<file path="config.mk">
export PLATFORM = sky130hd
export DESIGN_NAME = unsaved_nios2_oci_dct_ctrl
export DESIGN_NICKNAME = d
export VERILOG_FILES = /design/src/rtl/unsaved_nios2_oci_dct_pkg.sv /design/src/rtl/unsaved_nios2_oci_dct_packer.sv /design/src/rtl/unsaved_nios2_oci_dct_ctrl.sv
export SDC_FILE = /design/constraint.sdc
export NUM_CORES = 1
export LEC_CHECK = 0
export ABC_CLOCK_PERIOD_IN_PS = 6100
export CORE_ASPECT_RATIO = 1.4
export CORE_MARGIN = 2
export CORE_UTILIZATION = 53
export CTS_CLUSTER_DIAMETER = 50
export CTS_CLUSTER_SIZE = 14
export DETAILED_ROUTE_END_ITERATION = 16
export PLACE_DENSITY_LB_ADDON = 0.08
export REMOVE_ABC_BUFFERS = 1
export SLEW_MARGIN = 5
export SYNTH_ARGS = -nofsm -noshare
export SYNTH_HDL_FRONTEND = slang
export SYNTH_SLANG_ARGS = --single-unit
export TNS_END_PERCENT = 5
</file>
<file path="constraint.sdc">
create_clock -name clk -period 6.1 [get_ports clk]
set_input_delay 0.915 -clock clk [delete_from_list [all_inputs] [get_ports clk]]
set_output_delay 0.915 -clock clk [all_outputs]
set_load 0.03 [all_outputs]
</file>
<file path="src/rtl/unsaved_nios2_oci_dct_pkg.sv">
// Shared constants and state type for the OCI debug-capture-trace buffer controller.
package unsaved_nios2_oci_dct_pkg;

  localparam int FRAG_W = 2;
  localparam int SLOTS  = 15;
  localparam int BUF_W  = FRAG_W * SLOTS;
  localparam int CNT_W  = 4;

  typedef enum logic [1:0] {
    FILL = 2'd0,
    EMIT = 2'd1,
    DONE = 2'd2
  } dct_state_t;

endpackage

</file>
<file path="src/rtl/unsaved_nios2_oci_dct_packer.sv">
// Packing buffer and slot counter; exposes post-update values so the FSM
// can decide on the effective count of the current cycle.
module unsaved_nios2_oci_dct_packer
  import unsaved_nios2_oci_dct_pkg::*;
(
  input  logic              clk,
  input  logic              reset_n,
  input  logic              wr_en,
  input  logic [FRAG_W-1:0] wr_data,
  input  logic              clr,
  output logic [BUF_W-1:0]  buffer,
  output logic [CNT_W-1:0]  count,
  output logic [BUF_W-1:0]  buf_next,
  output logic [CNT_W-1:0]  count_next
);

  always_comb begin
    buf_next   = buffer;
    count_next = count;
    if (clr) begin
      buf_next   = '0;
      count_next = '0;
    end else if (wr_en && (count < CNT_W'(SLOTS))) begin
      buf_next[int'(count) * FRAG_W +: FRAG_W] = wr_data;
      count_next = count + CNT_W'(1);
    end
  end

  always_ff @(posedge clk or negedge reset_n) begin
    if (!reset_n) begin
      buffer <= '0;
      count  <= '0;
    end else begin
      buffer <= buf_next;
      count  <= count_next;
    end
  end

endmodule

</file>
<file path="src/rtl/unsaved_nios2_oci_dct_ctrl.sv">
// DCT buffer controller: accepts trace fragments, emits full/flushed buffers
// over valid/ready and sequences the end-of-test flush.
module unsaved_nios2_oci_dct_ctrl
  import unsaved_nios2_oci_dct_pkg::*;
(
  input  logic              clk,
  input  logic              reset_n,
  input  logic              trc_on,
  input  logic              frag_valid,
  input  logic [FRAG_W-1:0] frag_data,
  output logic              frag_ready,
  input  logic              flush_req,
  input  logic              test_ending,
  output logic              out_valid,
  output logic [BUF_W-1:0]  out_data,
  output logic [CNT_W-1:0]  out_count,
  input  logic              out_ready,
  output logic [BUF_W-1:0]  dct_buffer,
  output logic [CNT_W-1:0]  dct_count,
  output logic              test_has_ended
);

  dct_state_t       state, state_next;
  logic             ending_latched;
  logic             end_seen;
  logic             accept;
  logic             handshake;
  logic             load_out;
  logic [BUF_W-1:0] buf_next;
  logic [CNT_W-1:0] count_next;

  // Gated by reset_n so the handshake reads idle while reset is held.
  assign frag_ready     = reset_n & (state == FILL) & trc_on & ~ending_latched;
  assign accept         = frag_valid & frag_ready;
  assign handshake      = (state == EMIT) & out_valid & out_ready;
  assign end_seen       = test_ending | ending_latched;
  assign test_has_ended = (state == DONE);

  unsaved_nios2_oci_dct_packer u_packer (
    .clk        (clk),
    .reset_n    (reset_n),
    .wr_en      (accept),
    .wr_data    (frag_data),
    .clr        (handshake),
    .buffer     (dct_buffer),
    .count      (dct_count),
    .buf_next   (buf_next),
    .count_next (count_next)
  );

  always_ff @(posedge clk or negedge reset_n) begin
    if (!reset_n) begin
      state          <= FILL;
      ending_latched <= 1'b0;
    end else begin
      state <= state_next;
      if (test_ending) ending_latched <= 1'b1;
    end
  end

  always_comb begin
    state_next = state;
    load_out   = 1'b0;
    unique case (state)
      FILL: begin
        if ((accept && (count_next == CNT_W'(SLOTS))) ||
            ((flush_req || end_seen) && (count_next != '0))) begin
          state_next = EMIT;
          load_out   = 1'b1;
        end else if (end_seen) begin
          state_next = DONE;
        end
      end
      EMIT:    if (handshake) state_next = end_seen ? DONE : FILL;
      DONE:    state_next = DONE;
      default: state_next = FILL;
    endcase
  end

  // Output register captures the post-accept buffer on entry to EMIT.
  always_ff @(posedge clk or negedge reset_n) begin
    if (!reset_n) begin
      out_valid <= 1'b0;
      out_data  <= '0;
      out_count <= '0;
    end else if (load_out) begin
      out_valid <= 1'b1;
      out_data  <= buf_next;
      out_count <= count_next;
    end else if (handshake) begin
      out_valid <= 1'b0;
    end
  end

endmodule

</file>
# Word-level counts from Yosys, hierarchy flattened
# Cells that the tools add are included.
[word_totals] register_bits=72
[classes] add_sub_neg=2 order_cmp=1 n_eq_ne=5 shifts=2 muxes=14 bitwise_logic=8 reduce_logical=9
[op_table] op="2-to-1 mux 30 bit" n=2
[op_table] op="negation 5 -> 33 bit" n=1
[op_table] op="variable shift 2 x 33 -> 30 bit, first input constant" n=1
[op_table] op="variable part select 2 x 33 -> 30 bit" n=1
[op_table] op="bitwise mux 30 bit" n=1
[op_table] op="2-to-1 mux 2 bit" n=4
[op_table] op="2-to-1 mux 4 bit" n=2
[op_table] op="bitwise AND 1 bit" n=6
[op_table] op="case mux 2 bit (3 select lines)" n=1
[op_table] op="adder 4 x 1 -> 4 bit, second input constant" n=1
[op_table] op="== test 4 bit, second input constant" n=1
[op_table] op="< comparator 4 bit, second input constant" n=1
[op_table] op="2-to-1 mux 1 bit" n=4
[op_table] op="nonzero test 4 bit" n=1
[op_table] op="logical AND 1 bit" n=3
[op_table] op="inequality test 3 x 2 -> 1 bit, second input constant" n=1
[op_table] op="== test 2 x 1 -> 1 bit, second input constant" n=1
[op_table] op="== test 2 bit, second input constant" n=1
[op_table] op="zero test 2 bit" n=1
[op_table] op="logical OR 1 bit" n=2
[op_table] op="inequality test 2 bit, second input constant" n=1
[op_table] op="AND reduction 2 bit" n=1
[op_table] op="nonzero test 2 bit" n=1
[op_table] op="inverter 1 bit" n=1
[op_table] op="OR 1 bit" n=1

# Longest topological paths before layout
[logic_depth] word_depth=14 ltp_mapped=10

# By module
# Synthesis repeated with hierarchy kept, for this count alone.
[unflattened] hier_cells=261 hier_area_um2=3405.8
[by_module_without_submodules] module="unsaved_nios2_oci_dct_packer" instances=1 cells_per_inst=165 area_per_inst_um2=1761.7
[by_module_without_submodules] module="unsaved_nios2_oci_dct_ctrl" instances=1 cells_per_inst=96 area_per_inst_um2=1644.1

# Worst setup path before layout
# OpenSTA, ideal clock, no wires.
[synth_path] path_kind="register to register" from="reg u_packer.count[0]" to="reg out_data[4]" setup_time_ns=0.125 t_arrival_ns=2.967 required_ns=5.975 slack_ns=3.008 path_stages_with_launch=11 n_path_buf=3 period_less_slack_ns=3.092 cell_sequence="dfrtp_1 -> clkbuf_1 -> clkbuf_1 -> nor3_1 -> ha_1 -> clkbuf_1 -> nand4bb_1 -> or4b_2 -> nor2_1 -> mux2i_1 -> mux2_2"
[synth_lines] item="start, declared" line="unsaved_nios2_oci_dct_packer.sv:12" text="output logic [CNT_W-1:0] count,"
[synth_lines] item="start signal, assigned" line="unsaved_nios2_oci_dct_packer.sv:35" text="count <= count_next;"
[synth_lines] item="negation 5 -> 33 bit" line="unsaved_nios2_oci_dct_packer.sv:24" text="buf_next[int'(count) * FRAG_W +: FRAG_W] = wr_data;"
[synth_lines] item="variable part select 2 x 33 -> 30 bit / variable shift 2 x 33 -> 30 bit (equally long branches)" line="unsaved_nios2_oci_dct_packer.sv:24"
[synth_lines] item="bitwise mux 30 bit" line="unsaved_nios2_oci_dct_packer.sv:24"
[synth_lines] item="2-to-1 mux 30 bit (*)" line="unsaved_nios2_oci_dct_packer.sv:23" text="end else if (wr_en && (count < CNT_W'(SLOTS))) begin"
[synth_lines] item="2-to-1 mux 30 bit (*)" line="unsaved_nios2_oci_dct_packer.sv:20" text="if (clr) begin"
[synth_lines] item="via buf_next[4]" line="unsaved_nios2_oci_dct_ctrl.sv:29" text="logic [BUF_W-1:0] buf_next;"
[synth_lines] item="end signal, assigned" line="unsaved_nios2_oci_dct_ctrl.sv:88" text="out_data <= buf_next;"
[synth_lines] item="end, declared" line="unsaved_nios2_oci_dct_ctrl.sv:15" text="output logic [BUF_W-1:0] out_data,"
# Mark *: on every way through the listed nets, which the timed path passes. The rest lies on a longest branch.
# A chain may end at the register's enable or synchronous reset.

# Worst setup path after layout
[layout_path] from="reg u_packer.count[0]" to="reg out_data[16]"
[layout_between] elab_chain_len=9
[layout_rtl] item="< comparator 4 bit" line="unsaved_nios2_oci_dct_packer.sv:23"
[layout_rtl] item="logical AND 1 bit" line="unsaved_nios2_oci_dct_packer.sv:23"
[layout_rtl] item="2-to-1 mux 4 bit" line="unsaved_nios2_oci_dct_packer.sv:23"
[layout_rtl] item="2-to-1 mux 4 bit" line="unsaved_nios2_oci_dct_packer.sv:20"
[layout_rtl] item="== test 4 bit / nonzero test 4 bit (equally long branches)" line="unsaved_nios2_oci_dct_ctrl.sv:66, unsaved_nios2_oci_dct_ctrl.sv:67"
[layout_rtl] item="logical AND 1 bit, on equally long branches" line="unsaved_nios2_oci_dct_ctrl.sv:66, unsaved_nios2_oci_dct_ctrl.sv:67"
[layout_rtl] item="logical OR 1 bit" line="unsaved_nios2_oci_dct_ctrl.sv:66" text="if ((accept && (count_next == CNT_W'(SLOTS))) ||"
[layout_rtl] item="2-to-1 mux 1 bit" line="unsaved_nios2_oci_dct_ctrl.sv:66"
[layout_rtl] item="2-to-1 mux 1 bit" line="unsaved_nios2_oci_dct_ctrl.sv:64" text="unique case (state)"
# Several ways; a longest one is shown, not always the timed one.

==> qor.csv <==
metric,value,unit
outcome,"complete, no violations",
yosysTopAreaCellShare,53.6,%
worst_pin_slew,981,ps
grt_pass1_wl,12400,um
routedWlPerCell,16.9,um
setup_slack,2290,ps
place_ws,2010,ps
yosys_warnings,0,
synthCells,281,
post_cts_resized,0,
hold_depth,1,
dr_total_vias,2472,
ys_seq_elements,72,
antenna_found_initial,0,
critPathKind,register to register,
cts_tree,yes,
crit_end,out_data[16],
drive_gt1_share,16.7,%
die_area,7010,um^2
clock_skew,12.7,ps
start_util,54.5,%
die_h,98.3,um
setup_tns,0,ps
die_w,71.3,um
cts_root_buf,clkbuf_8,
wirelength,7380,um
layout_min_cycle_time,3810,ps
crit_path_start_kind,register,
io_buffers,79,
synth_edf_count,0,
nets,372,
max_freq,263,MHz
yosys.area.top_type,dfrtp_1,
ys_seq_area_share,53.6,%
crit_arrival,4050,ps
crit_fanout,20,
post_synth.cell_area_avg,12.0,um^2
cts_buffers,9,
worst-r2r-setup-slack,2290,ps
drt_iter0_drc,180,
clock_path_buffers,2,
io_pins,80,
cts_setup_buffers,0,
r2r_start,u_packer.count[0],
clock-sinks,72,
ant_nets,0,
fp.coreArea,6170,um^2
grt_max_degree,74,
endpoint_kind,register,
crit_start,u_packer.count[0],
syn_area,3360,um^2
overflow,0,
htreeDepth,3,
cellLeakagePower,1.91,nW
relSlewSlack,34.6,%
place_congestion,0.811,
required,6340,ps
max_cap_violations,0,
grt_usage,23.0,%
num_rows,34,
setup-violations-final,0,
irDropWorstVdd,0.000208,V
drt_pass1_iterations,4,
synth_ff_type,dfrtp_1,
rr_worst_depth,7,
hold_viol_final,0,
diodes,0,
dp_hpwl,5320,um
rsz0062_at_grt,false,
clk_latency,360,ps
min_path_type,register to register,
drcViolationCount,0,
path_clk_slew,70,ps
ys_async_sr_fraction,100,%
holdBufCountCts,0,
finalCritPeriodShare,62.4,%
slew_violations,0,
synth_area_leaders,"dfrtp_1 (54%), mux2_2 (10%), mux2i_1 (9.2%)",
rr_endpoint,out_data[16],
p_per_area,277,nW/um^2
synth.distinct_cells,42,
via_per_inst,5.66,
syn2layout_area_growth,30.3,%
grt_pass1_vias,2523,
[placed cells by master, fill, tap and decap left out, types with 3 or more instances in the layout]
master and count:
ha_1 3, mux2_2 31, inv_1 8, or3_1 4, nand2_1 40, nand3_1 6
nor3b_1 3, o21ai_0 3, mux2_1 4, buf_4 3, clkbuf_8 10, dfrtp_1 72
or2_2 3, nand4b_1 5, nand4_1 3, nor4_1 7, nor3_1 3, nor2_1 12
clkdlybuf4s50_1 78, mux2i_1 31
[registers in the layout, indices dropped and copies added (netlist names)]
signal           count
out_valid            1
ending_latched       1
out_count            4
u_packer.count       4
out_data            30
state                2
u_packer.buffer     30
[through the flow]
step	area, um^2	cells	power [mW]	util, %	hold slack (ps)
floorplan	3280	267	0.736	-	487
global placement	4180	421	0.836	67.7	467
detailed placement	4180	421	0.842	67.7	478
CTS	4380	437	1.23	71.1	494
global route	4380	437	1.27	71.1	519
finish	4380	437	1.22	71.1	486
[report_power, final]
part	total [mW]	internal (mW)	switching (mW)	leakage, nW
Clock	0.384	0.201	0.183	0.0989
Sequential	0.535	0.497	0.0385	0.987
Combinational	0.296	0.123	0.173	0.821
[cells in the mapped netlist, types with 2 or more instances]
master / n
dfrtp_1: 72
nand2_1: 40
mux2_2: 31
mux2i_1: 31
nor2_1: 12
clkbuf_1: 9
inv_1: 8
nor4_1: 7
nand3_1: 6
nand4b_1: 5
buf_6: 4
mux2_1: 4
or3_1: 4
ha_1: 3
nand4_1: 3
nor3_1: 3
nor3b_1: 3
o21ai_0: 3
or2_2: 3
a21o_1: 2
a41oi_1: 2
and3_1: 2
nor2b_1: 2
o22ai_1: 2
o311ai_0: 2
xnor2_1: 2
[cell type report]
class,instances,area (um^2)
Sequential cell,72,1800
Fill cell,487,1780
Multi-Input combinational cell,187,1450
Timing Repair Buffer,82,808
Clock buffer,10,138
Tap cell,72,90.1
Clock inverter,6,67.6
Inverter,8,30.0
[metal layers]
metal	routed length, um	track usage [%]	share of wire [%]	vias to the layer above
met4	183	11.8	2.5	0
met3	346	5.16	4.7	13
met5	0	0	0	-
li1	-	-	-	1153
met2	3830	38.2	52	71
met1	3020	27.7	41	1235
[worst max-delay path, stage by stage, from the launching register on]
cell and delay, ps:
dfrtp_1 740, inv_1 230, ha_1 600, mux2_2 240, a41oi_1 170, a311oi_4 900, buf_4 420, mux2_2 370
[worst min-delay path by stage]
stage | to | start | slack [ps]
final | out_data[14] | out_data[14] | 490
after global routing | out_data[14] | out_data[14] | 520
after CTS | out_data[14] | out_data[14] | 490
after detailed placement | out_data[14] | out_data[14] | 480
after global placement | out_data[14] | out_data[14] | 470
after floorplan | ending_latched | ending_latched | 490
[cells by family (layout without fill, tap and decap cells)]
family,Yosys count,after routing,share of synthesized area [%]
and+or+nand+nor,99,99,16.0
DFF,72,72,53.6
muxes,67,67,21.4
buffers and inverters,22,106,3.38
AOI/OAI and AO/OA,15,15,3.83
adders and majority gates,3,3,1.12
xor gates and xnor gates,3,3,0.781
Power figures use the tool's default switching activity.
